**config.mk**
```make
export PLATFORM = sky130hd
export DESIGN_NAME = rip_axi_arbiter
export DESIGN_NICKNAME = d
export VERILOG_FILES = /design/src/rtl/rip_axi_arbiter.sv
export SDC_FILE = /design/constraint.sdc
export NUM_CORES = 1
export LEC_CHECK = 0
export ABC_CLOCK_PERIOD_IN_PS = 4750
export BUFFER_PORTS_ARGS = -buffer_cell sky130_fd_sc_hd__buf_2
export CAP_MARGIN = 40
export CORE_ASPECT_RATIO = 0.75
export CORE_MARGIN = 2
export CORE_UTILIZATION = 27
export DETAILED_ROUTE_END_ITERATION = 16
export PLACE_DENSITY_LB_ADDON = 0.2
export RECOVER_POWER = 50
export SKIP_CTS_REPAIR_TIMING = 1
export SLEW_MARGIN = 20
export SYNTH_ARGS = -nofsm -noshare
export SYNTH_HDL_FRONTEND = slang
export SYNTH_SLANG_ARGS = --single-unit
```
**constraint.sdc**
```tcl
create_clock -name clk -period 4.75 [get_ports clk]
set_clock_uncertainty 0.2 [all_clocks]
set_input_delay 0.475 -clock clk [delete_from_list [all_inputs] [get_ports clk]]
set_output_delay 0.475 -clock clk [all_outputs]
set_load 0.005 [all_outputs]
```
**src/rtl/rip_axi_arbiter.sv**
```systemverilog
// rip_axi_arbiter: shares one AXI master between NUM_REQ requesters, with
// independent round-robin arbitration of the write and read paths.
module rip_axi_arbiter #(
  parameter int NUM_REQ    = 2,
  parameter int ADDR_WIDTH = 32,
  parameter int DATA_WIDTH = 32,
  parameter int BURST_LEN  = 1,
  localparam int LW = DATA_WIDTH * BURST_LEN,
  localparam int GW = $clog2(NUM_REQ)
) (
  input  logic                          clk,
  input  logic                          rstn,
  input  logic [NUM_REQ-1:0]            req_wvalid,
  input  logic [NUM_REQ*ADDR_WIDTH-1:0] req_waddr,
  input  logic [NUM_REQ*LW-1:0]         req_wdata,
  output logic [NUM_REQ-1:0]            req_wdone,
  input  logic [NUM_REQ-1:0]            req_rvalid,
  input  logic [NUM_REQ*ADDR_WIDTH-1:0] req_raddr,
  output logic [LW-1:0]                 req_rdata,
  output logic [NUM_REQ-1:0]            req_rdone,
  output logic [GW-1:0]                 wgrant,
  output logic [GW-1:0]                 rgrant,
  input  logic                          m_wready,
  output logic [ADDR_WIDTH-1:0]         m_waddr,
  output logic [LW-1:0]                 m_wdata,
  output logic                          m_wvalid,
  input  logic                          m_wdone,
  input  logic                          m_rready,
  output logic [ADDR_WIDTH-1:0]         m_raddr,
  output logic                          m_rvalid,
  input  logic [LW-1:0]                 m_rdata,
  input  logic                          m_rdone
);
  typedef enum logic [1:0] {IDLE, ISSUE, WAIT} state_e;

  function automatic logic [GW-1:0] rr_pick(input logic [NUM_REQ-1:0] elig,
                                            input logic [GW-1:0] ptr);
    logic [2*NUM_REQ-1:0] rot;
    logic [GW-1:0] g;
    logic found;
    rot = {elig, elig} >> ptr;
    g = ptr;
    found = 1'b0;
    for (int k = 0; k < NUM_REQ; k++) begin
      if (!found && rot[k]) begin
        g = GW'((int'(ptr) + k) % NUM_REQ);
        found = 1'b1;
      end
    end
    return g;
  endfunction

  function automatic logic [GW-1:0] rr_next(input logic [GW-1:0] g);
    return (int'(g) == NUM_REQ - 1) ? '0 : g + 1'b1;
  endfunction

  logic [ADDR_WIDTH-1:0] waddr_a [NUM_REQ];
  logic [LW-1:0]         wdata_a [NUM_REQ];
  logic [ADDR_WIDTH-1:0] raddr_a [NUM_REQ];

  for (genvar i = 0; i < NUM_REQ; i++) begin : g_slice
    assign waddr_a[i] = req_waddr[i*ADDR_WIDTH +: ADDR_WIDTH];
    assign wdata_a[i] = req_wdata[i*LW +: LW];
    assign raddr_a[i] = req_raddr[i*ADDR_WIDTH +: ADDR_WIDTH];
  end

  state_e                ws_q, ws_d;
  logic [GW-1:0]         wptr_q, wptr_d, wgrant_q, wgrant_d, wpick;
  logic [ADDR_WIDTH-1:0] m_waddr_q, m_waddr_d;
  logic [LW-1:0]         m_wdata_q, m_wdata_d;
  logic                  m_wvalid_q, m_wvalid_d;
  logic [NUM_REQ-1:0]    req_wdone_q, req_wdone_d, welig;

  state_e                rs_q, rs_d;
  logic [GW-1:0]         rptr_q, rptr_d, rgrant_q, rgrant_d, rpick;
  logic [ADDR_WIDTH-1:0] m_raddr_q, m_raddr_d;
  logic                  m_rvalid_q, m_rvalid_d;
  logic [LW-1:0]         req_rdata_q, req_rdata_d;
  logic [NUM_REQ-1:0]    req_rdone_q, req_rdone_d, relig;

  // A requester whose done pulse is high this cycle must not be re-granted on it.
  assign welig = req_wvalid & ~req_wdone_q;
  assign relig = req_rvalid & ~req_rdone_q;
  assign wpick = rr_pick(welig, wptr_q);
  assign rpick = rr_pick(relig, rptr_q);

  always_comb begin
    ws_d        = ws_q;
    wptr_d      = wptr_q;
    wgrant_d    = wgrant_q;
    m_waddr_d   = m_waddr_q;
    m_wdata_d   = m_wdata_q;
    m_wvalid_d  = m_wvalid_q;
    req_wdone_d = '0;
    case (ws_q)
      IDLE: if (|welig) begin
        wgrant_d   = wpick;
        m_waddr_d  = waddr_a[wpick];
        m_wdata_d  = wdata_a[wpick];
        m_wvalid_d = 1'b1;
        ws_d       = ISSUE;
      end
      ISSUE: if (m_wready) begin
        m_wvalid_d = 1'b0;
        ws_d       = WAIT;
      end
      WAIT: if (m_wdone) begin
        req_wdone_d[wgrant_q] = 1'b1;
        wptr_d = rr_next(wgrant_q);
        ws_d   = IDLE;
      end
      default: ws_d = IDLE;
    endcase
  end

  always_comb begin
    rs_d        = rs_q;
    rptr_d      = rptr_q;
    rgrant_d    = rgrant_q;
    m_raddr_d   = m_raddr_q;
    m_rvalid_d  = m_rvalid_q;
    req_rdata_d = req_rdata_q;
    req_rdone_d = '0;
    case (rs_q)
      IDLE: if (|relig) begin
        rgrant_d   = rpick;
        m_raddr_d  = raddr_a[rpick];
        m_rvalid_d = 1'b1;
        rs_d       = ISSUE;
      end
      ISSUE: if (m_rready) begin
        m_rvalid_d = 1'b0;
        rs_d       = WAIT;
      end
      WAIT: if (m_rdone) begin
        req_rdone_d[rgrant_q] = 1'b1;
        req_rdata_d = m_rdata;
        rptr_d = rr_next(rgrant_q);
        rs_d   = IDLE;
      end
      default: rs_d = IDLE;
    endcase
  end

  always_ff @(posedge clk or negedge rstn) begin
    if (!rstn) begin
      ws_q        <= IDLE;
      wptr_q      <= '0;
      wgrant_q    <= '0;
      m_waddr_q   <= '0;
      m_wdata_q   <= '0;
      m_wvalid_q  <= 1'b0;
      req_wdone_q <= '0;
      rs_q        <= IDLE;
      rptr_q      <= '0;
      rgrant_q    <= '0;
      m_raddr_q   <= '0;
      m_rvalid_q  <= 1'b0;
      req_rdata_q <= '0;
      req_rdone_q <= '0;
    end else begin
      ws_q        <= ws_d;
      wptr_q      <= wptr_d;
      wgrant_q    <= wgrant_d;
      m_waddr_q   <= m_waddr_d;
      m_wdata_q   <= m_wdata_d;
      m_wvalid_q  <= m_wvalid_d;
      req_wdone_q <= req_wdone_d;
      rs_q        <= rs_d;
      rptr_q      <= rptr_d;
      rgrant_q    <= rgrant_d;
      m_raddr_q   <= m_raddr_d;
      m_rvalid_q  <= m_rvalid_d;
      req_rdata_q <= req_rdata_d;
      req_rdone_q <= req_rdone_d;
    end
  end

  assign req_wdone = req_wdone_q;
  assign wgrant    = wgrant_q;
  assign m_waddr   = m_waddr_q;
  assign m_wdata   = m_wdata_q;
  assign m_wvalid  = m_wvalid_q;
  assign req_rdone = req_rdone_q;
  assign req_rdata = req_rdata_q;
  assign rgrant    = rgrant_q;
  assign m_raddr   = m_raddr_q;
  assign m_rvalid  = m_rvalid_q;
endmodule
```
After elaboration in Yosys (flattened, before gate mapping)
Cells that the tools add are included.
{ "totals": {"in_bits": 234, "regBits": 142, "out_inout_bits": 136, "wordCells": 99} }
{ "classes": {"n_eq_ne": 10, "shift": 2, "muxes": 37, "reduce_logical": 20, "n_addsub": 4, "n_lt_le_gt_ge": 6, "n_bitwise": 6} }
{ "ops": {"columns": ["op", "count"], "rows": [
  ["$mux W32", 9],
  ["$mux W2", 10],
  ["$mux W1", 12],
  ["$ne A2 B2 Y1 const B", 6],
  ["$pmux W2 S3", 2],
  ["$reduce_and A3 Y1", 4],
  ["$reduce_and A2 Y1", 4],
  ["$shr A4 B1 Y2", 2],
  ["$add A1 B1 Y1 const B", 4],
  ["$and A2 B2 Y2", 2],
  ["$eq A2 B1 Y1 const B", 2],
  ["$eq A2 B2 Y1 const B", 2],
  ["$ge A2 B2 Y1 const B", 2],
  ["$logic_and A1 B1 Y1", 4],
  ["$logic_not A2 Y1", 2],
  ["$lt A1 B2 Y1 const B", 2],
  ["$not A1 Y2", 2],
  ["$not A2 Y2", 2],
  ["$pmux W1 S2", 2],
  ["$reduce_bool A2 Y1", 2],
  ["$reduce_or A2 Y1", 2],
  ["$demux W1 S1", 2],
  ["$ge A1 B1 Y1 const B", 2],
  ["$logic_not A1 Y1", 2]
]} }

Logic depth before layout (Yosys ltp)
Gate-level depths: netlist (run 1).
{ "logic_depth": {"depth_word": 11, "depth_mapped": 6, "mapped_depth_nobuf": 4} }

Worst setup path before layout (run 1)
No wires, ideal clock.
{ "synth_timing": {"path_kind": "input to register", "startpoint": "input req_wvalid[1]", "endpoint": "register m_waddr_q[0] (netlist: m_waddr[0])", "stages": 6, "required_ns": 4.420, "path_slack_ns": 3.059, "setup_time_ns": 0.130, "n_path_buf": 2, "t_arrival_ns": 1.361, "cell_sequence": "and2b_1 maj3_2 buf_4 buf_2 nand2_1 a31oi_1"} }
{ "synth_between": {"elab_chain_cells": 10, "word_cells_on_any_way": 12, "classes_between": "1 x shift; 5 x mux; 2 x bitwise; 4 x reduce/logical"} }
{ "synth_rtl": {"columns": ["element", "line_no", "text"], "rows": [
  ["start, declared", "13", "input logic [NUM_REQ-1:0] req_wvalid,"],
  ["$and A2 B2 Y2 (*)", "82", "assign welig = req_wvalid & ~req_wdone_q;"],
  ["$shr A4 B1 Y2", "41", "rot = {elig, elig} >> ptr;"],
  ["$mux W1", "45", "if (!found && rot[k]) begin"],
  ["$logic_not A1 Y1", "45", null],
  ["$logic_and A1 B1 Y1", "45", null],
  ["$mux W1", "45", null],
  ["$not A1 Y2 (not written as such)", "98", "m_waddr_d = waddr_a[wpick];"],
  ["$mux W32 (not written as such) (3 in a row)", "98", null],
  ["end signal, assigned", "165", "m_waddr_q <= m_waddr_d;"],
  ["end, declared", "69", "logic [ADDR_WIDTH-1:0] m_waddr_q, m_waddr_d;"]
]} }
Every way passes the cells marked *; elsewhere a longest branch is shown, timed or not. The select of a mux whose other input is x is not followed.
A chain may end at the register's enable or synchronous reset.

Final worst setup path (run 1)
{ "layout_timing": {"startpoint": "register req_wdone_q[1] (netlist: req_wdone[1])", "endpoint": "register m_waddr_q[6] (netlist: m_waddr[6])"} }
{ "layout_between": {"elab_chain_cells": 11, "word_cells_on_any_way": 13, "classes_between": "1 x shift; 5 x mux; 3 x bitwise; 4 x reduce/logical"} }
{ "layout_rtl": {"columns": ["element", "line_no", "text"], "rows": [
  ["start, declared", "72", "logic [NUM_REQ-1:0] req_wdone_q, req_wdone_d, welig;"],
  ["start signal, assigned", "168", "req_wdone_q <= req_wdone_d;"],
  ["$not A2 Y2 (*)", "82", null],
  ["$and A2 B2 Y2 (*)", "82", null],
  ["$shr A4 B1 Y2", "41", null],
  ["$mux W1", "45", null],
  ["$logic_not A1 Y1", "45", null],
  ["$logic_and A1 B1 Y1", "45", null],
  ["$mux W1", "45", null],
  ["$not A1 Y2 (not written as such)", "98", null],
  ["$mux W32 (not written as such) (3 in a row)", "98", null]
]} }
Marked as above.

==> summary.txt, run 1 <==
Clock tree
  • Clock transition at path regs: 70 ps
  • Worst-skew pair later-pin latency: 410 ps
  • TritonCTS clock tree: done
  • Num Clock Sinks: 142
  • Clock Path Buffers: 2
  • CTS buffer count: 17
  • Clk Tree Root Cell: clkbuf_16
  • # H-tree levels: 4

Critical path
  • CP Buf/Inv Count: 1
  • CP max stage cell: maj3_2
  • FF-to-FF End: m_waddr[6]
  • CP arrival: 2420 ps
  • Reg-to-reg setup timing slack: 2460 ps
  • Startpoint Class: flip-flop
  • Reg-to-reg startpoint: req_wdone[1]
  • WS Path Type: reg -> reg
  • CP Capture Type: flip-flop
  • Crit-path max FO: 40
  • Slowest stage delay, CP: 530 ps
  • Worst EP required: 4880 ps
  • Top Family by Delay on Critical Path: adder cells
  • Worst path cell trace: and2b_1 > maj3_2 > buf_4 > nand2_1 > a31oi_1
  • Reg2reg path depth: 5

Timing
  • Tcrit/Tclk final: 48.14%
  • Final Hold Vio Count: 0
  • WHS: 62.84 ps
  • Final Max Slew Viols: 0
  • Worst Tran Pin Value: 858.7 ps
  • Fin crit period: 2287 ps
  • Final setup vio count: 0
  • Final setup TNS: 0 ps
  • Max_slew headroom: 42.58%
  • F_max: 437.3 MHz
  • RSZ-0062 raised after global routing: no

Logic synthesis
  • Yosys cell types: 25
  • Post-synthesis mux area share: 5.863%
  • Top cells by area, synth: dfrtp_1 58%, nand2_1 12%, a31oi_1 9.8%
  • Adder-cell area share of the yosys netlist: 0.6922%
  • Most common library cells after synthesis: 196 x nand2_1, 142 x dfrtp_1, 105 x nor2_1, 96 x a31oi_1, 33 x buf_2
  • Synth Area in Compound Gates: 11.32%
  • Cell taking the most area after synthesis: dfrtp_1
  • Syn Inst Count: 655
  • Largest family of logic cells by synthesized area: simple AND/OR/NAND/NOR gates
  • Sequential share of the synthesized area: 57.82%
  • Synth Area in XOR/XNOR: 0%
  • Cell Area, Synth: 0.006146 mm²
  • Yosys reg bits: 142
  • Top-count cell post-synth: nand2_1
  • Post-synthesis simple-gate area fraction: 20.09%
  • Async set or reset register ratio after synthesis: 100.0%
  • Top FF cell, synth: dfrtp_1
  • Number of synthesized flops with an enable pin: 0
  • Avg Inst Size Synth: 9.383 µm²
  • Syn_nets: 889
  • Synth top area share: 57.82%
  • Synthesis Warnings: 0

Route
  • Final ANT Viol Nets: 0
  • DR iter-0 viols: 253
  • Vias: 5800
  • Via density: 4.404
  • Final wirelength: 18.84 mm
  • Drt first pass iters: 4
  • Drt drc: 0
  • WL/cell: 14.31 µm

Global route
  • Largest net degree at the start of global routing: 77
  • Vias in the first global route: 5699
  • First-pass GRT wire length: 29.03 mm
  • Grt total ovfl: 0
  • Initial antenna violation count: 1
  • Total Routing Usage GR: 15.34%

Run
  • Maximum capacitance violations: 0

Power and ir drop
  • Total Power: 5669 µW
  • Cell Pwr Density: 644.7 mW/mm²
  • Worst vdd ir: 0.3210 mV
  • LEAKAGE: 0.004168 µW

Layout
  • Share of cells above drive strength 1: 31.77%
  • N_diodes: 0
  • FILL cells: 2345
  • Syn-to-layout area delta: 43.08%
  • Final net count: 1244

Worst hold path
  • Min-Delay Path Depth: 2
  • Min-delay src: m_wdone
  • Hold/Removal Path Class: in -> reg
  • Hold worst-path end: ws_q[1]

Floorplanning
  • Die area: 0.02400 mm²
  • Row count: 47
  • # IOs: 370
  • Core ar.: 0.02223 mm²
  • Initial Util: 27.65%
  • Die Wd: 178.2 µm
  • Die H: 134.7 µm

Placement
  • Final RePlAce weighted congestion: 0.7703
  • Final HPWL DP: 13.81 mm
  • PortBufs: 369

Status
  • Status: finished, final reports clean
==> placed cells by master (no fill, tap or decap), types with 4 or more instances in the layout <==
master / instances
dfrtp_1: 142
inv_8: 4
buf_2: 271
inv_1: 5
mux2_2: 5
buf_4: 7
mux2_1: 27
clkbuf_16: 17
a21oi_1: 6
a31oi_1: 96
clkbuf_1: 97
o21ai_0: 4
nand2b_1: 4
nor2_1: 105
nand2_1: 196
==> metal layers <==
metal | vias to the layer above | wire [µm] | global-route usage, %
met1 | 2639 | 7937 | 18.26
met4 | 2 | 323 | 3.839
met3 | 21 | 1832 | 6.729
met2 | 228 | 8734 | 25.50
met5 | - | 13 | 0
li1 | 2910 | - | -
==> registers in the layout, indices dropped and copies added, names as in the netlist <==
| register | count |
|---|---|
| m_raddr | 32 |
| m_waddr | 32 |
| m_wdata | 32 |
| req_rdata | 32 |
| req_rdone | 2 |
| req_wdone | 2 |
| rs_q | 2 |
| ws_q | 2 |
| m_rvalid | 1 |
| m_wvalid | 1 |
| rgrant | 1 |
| rptr_q | 1 |
| wgrant | 1 |
| wptr_q | 1 |
==> kinds of logic (layout without fill, tap and decap cells) <==
kind of cell	count (synthesis)	after routing
mux	32	32
flops	142	142
fa+ha+maj	4	4
buf+inv	50	418
simple gates	316	316
compound gates	111	111
==> power breakdown <==
part | leakage (µW) | internal, µW | switching [µW]
logic | 0.00225 | 920 | 1220
clock network | 0.000295 | 810 | 568
registers | 0.00163 | 1820 | 334
total | 0.00417 | 3550 | 2120
==> worst reg2reg max path, cell delays in order, from the launching register on <==
cell     delay [ps]
dfrtp_1         410
and2b_1         230
maj3_2          530
buf_4           500
nand2_1         160
a31oi_1         170
==> how the worst max path moves through the flow <==
stage | from | end | slack (ps) | depth (start not counted)
after floorplan | req_wvalid[1] | m_waddr[0] | 3060 | 6
after CTS | req_wdone[0] | m_wdata[19] | 2390 | 5
after global placement | req_wvalid[0] | m_waddr[27] | 2280 | 6
after global routing | req_wdone[1] | m_waddr[6] | 2280 | 5
after detailed placement | req_wvalid[0] | m_wdata[20] | 2220 | 6
final | req_wdone[1] | m_waddr[6] | 2460 | 5
==> final cells by class <==
| class | count | area (µm²) | area share, % |
|---|---|---|---|
| clock inverter | 14 | 172.7 | 1.964 |
| inverter | 5 | 18.77 | 0.2134 |
| tap | 294 | 367.9 | 4.183 |
| clock buffer | 18 | 439.2 | 4.994 |
| timing repair buffer | 381 | 1897 | 21.57 |
| sequential | 142 | 3553 | 40.41 |
| multi-input combinational | 463 | 2345 | 26.66 |
==> per-stage QoR <==
step           utilization (%)  setup WS [ps]  instances  instance area, µm²
2_1_floorplan                -           3059        655                6146
3_3_place_gp             36.95           2283       1281                8214
3_5_place_dp             37.20           2225       1283                8269
4_1_cts                  39.95           2393       1315                8881
5_1_grt                  39.56           2283       1317                8793
6_report                 39.56           2463       1317                8793
No activity file was read; power rests on OpenSTA's default activity.
==> run 2: changes to the inputs <==
--- a/config.mk
+++ b/config.mk
@@ -5,7 +5,8 @@
 export SDC_FILE = /design/constraint.sdc
 export NUM_CORES = 1
 export LEC_CHECK = 0
-export ABC_CLOCK_PERIOD_IN_PS = 4750
+export ABC_AREA = 1
+export ABC_CLOCK_PERIOD_IN_PS = 2300
 export BUFFER_PORTS_ARGS = -buffer_cell sky130_fd_sc_hd__buf_2
 export CAP_MARGIN = 40
 export CORE_ASPECT_RATIO = 0.75
==> constraint.sdc (replaced) <==
create_clock -name clk -period 2.3 [get_ports clk]
set_clock_uncertainty 0.2 [all_clocks]
set_input_delay 0.23 -clock clk [delete_from_list [all_inputs] [get_ports clk]]
set_output_delay 0.23 -clock clk [all_outputs]
set_load 0.005 [all_outputs]
==> summary.txt, run 2 <==
Layout
  • Commonest non-fill, non-tap cell in the layout: nand2_1
  • Share of cells above drive strength 1: 24.71% (-7.1 points)
  • Syn-to-layout area delta: 66.70%
  • Final net count: 1848 (+49%)
  • FILL cells: 2746 (+17%)
  • N_diodes: 0 (unchanged)
  • Commonest cells after routing, fill and taps aside: 370 x nand2_1, 333 x buf_2, 229 x nand3_1
  • Final Util: 45.69% (+6.1 points)

Route
  • Final ANT Viol Nets: 0 (unchanged)
  • WL/cell: 13.59 µm (-5.0%)
  • Drt drc: 0 (unchanged)
  • Final wirelength: 26.88 mm (+43%)
  • Vias: 8465 (+46%)
  • Via density: 4.280 (-2.8%)
  • Drt first pass iters: 7 (+3)
  • DR iter-0 viols: 245 (-3.2%)

Global route
  • Total Routing Usage GR: 16.72% (+1.4 points)
  • Routing usage on met1: 22.68% (+4.4 points)
  • Initial antenna violation count: 0 (-1)
  • Grt total ovfl: 0 (unchanged)
  • Top Usage Layer GRT: met2
  • Met2 usage: 26.02% (+0.52 points)
  • Grt met3 use: 4.454% (-2.3 points)
  • Vias in the first global route: 7342 (+29%)
  • Largest net degree at the start of global routing: 69 (-10%)
  • First-pass GRT wire length: 38.31 mm (+32%)

Logic synthesis
  • Top cells by area, synth: dfrtp_1 48%, nand2_1 19%, nand3_1 16%
  • Top FF cell, synth: dfrtp_1
  • Yosys cell types: 21 (-16%)
  • Number of synthesized flops with an enable pin: 0 (unchanged)
  • Async set or reset register ratio after synthesis: 100.0% (unchanged)
  • Cell taking the most area after synthesis: dfrtp_1
  • Avg Inst Size Synth: 7.120 µm² (-24%)
  • Cell Area, Synth: 0.007383 mm² (+20%)
  • Top-count cell post-synth: nand2_1
  • Most common library cells after synthesis: 373 x nand2_1, 229 x nand3_1, 203 x inv_1, 142 x dfrtp_1, 35 x buf_2
  • Yosys reg bits: 142 (unchanged)
  • Synthesis Warnings: 0 (unchanged)
  • Synth top area share: 48.13% (-9.7 points)
  • Sequential share of the synthesized area: 48.13% (-9.7 points)
  • Syn_nets: 1271 (+43%)
  • Syn Inst Count: 1037 (+58%)

Clock tree
  • Clk Tree Root Cell: clkbuf_16
  • TritonCTS clock tree: done
  • CTS buffer count: 17 (unchanged)
  • Num Clock Sinks: 142 (unchanged)
  • Clock Path Buffers: 2 (unchanged)
  • Worst-skew pair later-pin latency: 420 ps (about the same)
  • Clock transition at path regs: 60 ps (about the same)
  • # H-tree levels: 4 (unchanged)

Placement
  • PortBufs: 369 (unchanged)
  • Pre-CTS setup slack: 544.6 ps (-1680 ps)
  • Final RePlAce weighted congestion: 0.7895 (+2.5%)
  • Final HPWL DP: 17.17 mm (+24%)

Timing
  • Final Max Slew Viols: 56 (+56)
  • Fin crit period: 2199 ps (-87.72 ps)
  • Final setup TNS: 0 ps (unchanged)
  • WHS: -51.76 ps (-114.6 ps)
  • Final setup vio count: 0 (unchanged)
  • Final WS setup: 101.1 ps (-2362 ps)
  • Final Hold Vio Count: 6 (+6)
  • Tcrit/Tclk final: 95.60% (+47 points)
  • Max_slew headroom: -1.794% (-44 points)
  • F_max: 454.8 MHz (+4.0%)
  • Worst Tran Pin Value: 1527 ps (+668.2 ps)

Floorplanning
  • # IOs: 370 (unchanged)
  • Initial Util: 27.41% (-0.24 points)
  • Die Wd: 194.9 µm (+9.4%)
  • Core ar.: 0.02694 mm² (+21%)
  • Die area: 0.02870 mm² (+20%)
  • Row count: 52 (+11%)
  • Die H: 147.2 µm (+9.3%)

Run
  • Maximum capacitance violations: 1 (+1)

Critical path
  • Startpoint Class: flip-flop
  • WS Path Type: reg -> reg
  • CP arrival: 2360 ps (-60 ps)
  • Worst EP required: 2460 ps (-2420 ps)
  • Crit-path max FO: 33 (-18%)
  • CP Capture Type: flip-flop
  • Reg-to-reg setup timing slack: 100 ps (-2360 ps)

Worst hold path
  • Hold/Removal Path Class: in -> reg

Status
  • Status: finished with violations
  • Failing checks: hold timing, capacitance limit, slew limit

Power and ir drop
  • Cell Pwr Density: 1048 mW/mm² (+63%)
  • Worst vdd ir: 0.5405 mV (+68%)
  • LEAKAGE: 0.007098 µW (+70%)
-- run 2: cell families after synthesis --
kind of cell / Yosys count / share of synthesized area (%)
AO/OA/AOI/OAI: 7 / 0.6440
buffers and inverters: 268 / 15.52
flip-flops: 142 / 48.13
AND/OR/NAND/NOR: 620 / 35.71
-- run 2: worst paths after layout --
path,startpoint,to,cells past startpoint
max reg2reg,req_wdone[1],m_wdata[1],9
min,req_waddr[46],m_waddr[14],5
min in group asynchronous,rstn,m_waddr[20],2
max,req_wdone[1],m_wdata[1],9
min reg2reg,req_rdata[0],req_rdata[0],2
max in group asynchronous,rstn,req_rdone[0],3
-- run 2: area by class of cell --
class,count,area (µm²),share of cell area (%)
clock buffer,18,429.2,3.487
clock inverter,14,145.1,1.179
timing repair buffer,617,4270,34.70
multi-input combinational,627,2684,21.81
sequential,142,3553,28.87
tap,351,439.2,3.568
inverter,209,787.0,6.394
-- run 2: where the power goes --
part           leakage (µW)  total (µW)  switching [µW]  internal, µW
Sequential          0.00175        4390             665          3720
Combinational       0.00508        5780            3300          2490
Clock              0.000272        2730            1140          1600
-- run 2: metrics by stage --
step	cell area, µm²	std cells	hold slack, ps	power [µW]
2_1_floorplan	7383	1037	-265.6	7467
3_3_place_gp	9559	1721	45.12	9676
3_5_place_dp	9559	1721	59.90	9729
4_1_cts	10130	1753	-408.9	12560
5_1_grt	12310	1978	-0.4313	14050
6_report	12310	1978	-51.76	12900
-- run 2: routing by layer --
metal  up-vias  share of wire (%)
met5         -                  0
met4         0                2.6
met3        55                4.8
met2       252                 48
met1      3887                 45
li1       4271                  -
-- run 2: critical path, stage by stage, from the launching register on --
cell           delay, ps
dfrtp_1              380
inv_2                 60
nand2_1               80
nand2_1               80
nand2_2               70
inv_4                300
buf_4                250
nand3_1               90
dlygate4sd3_1        570
nand2_1               60
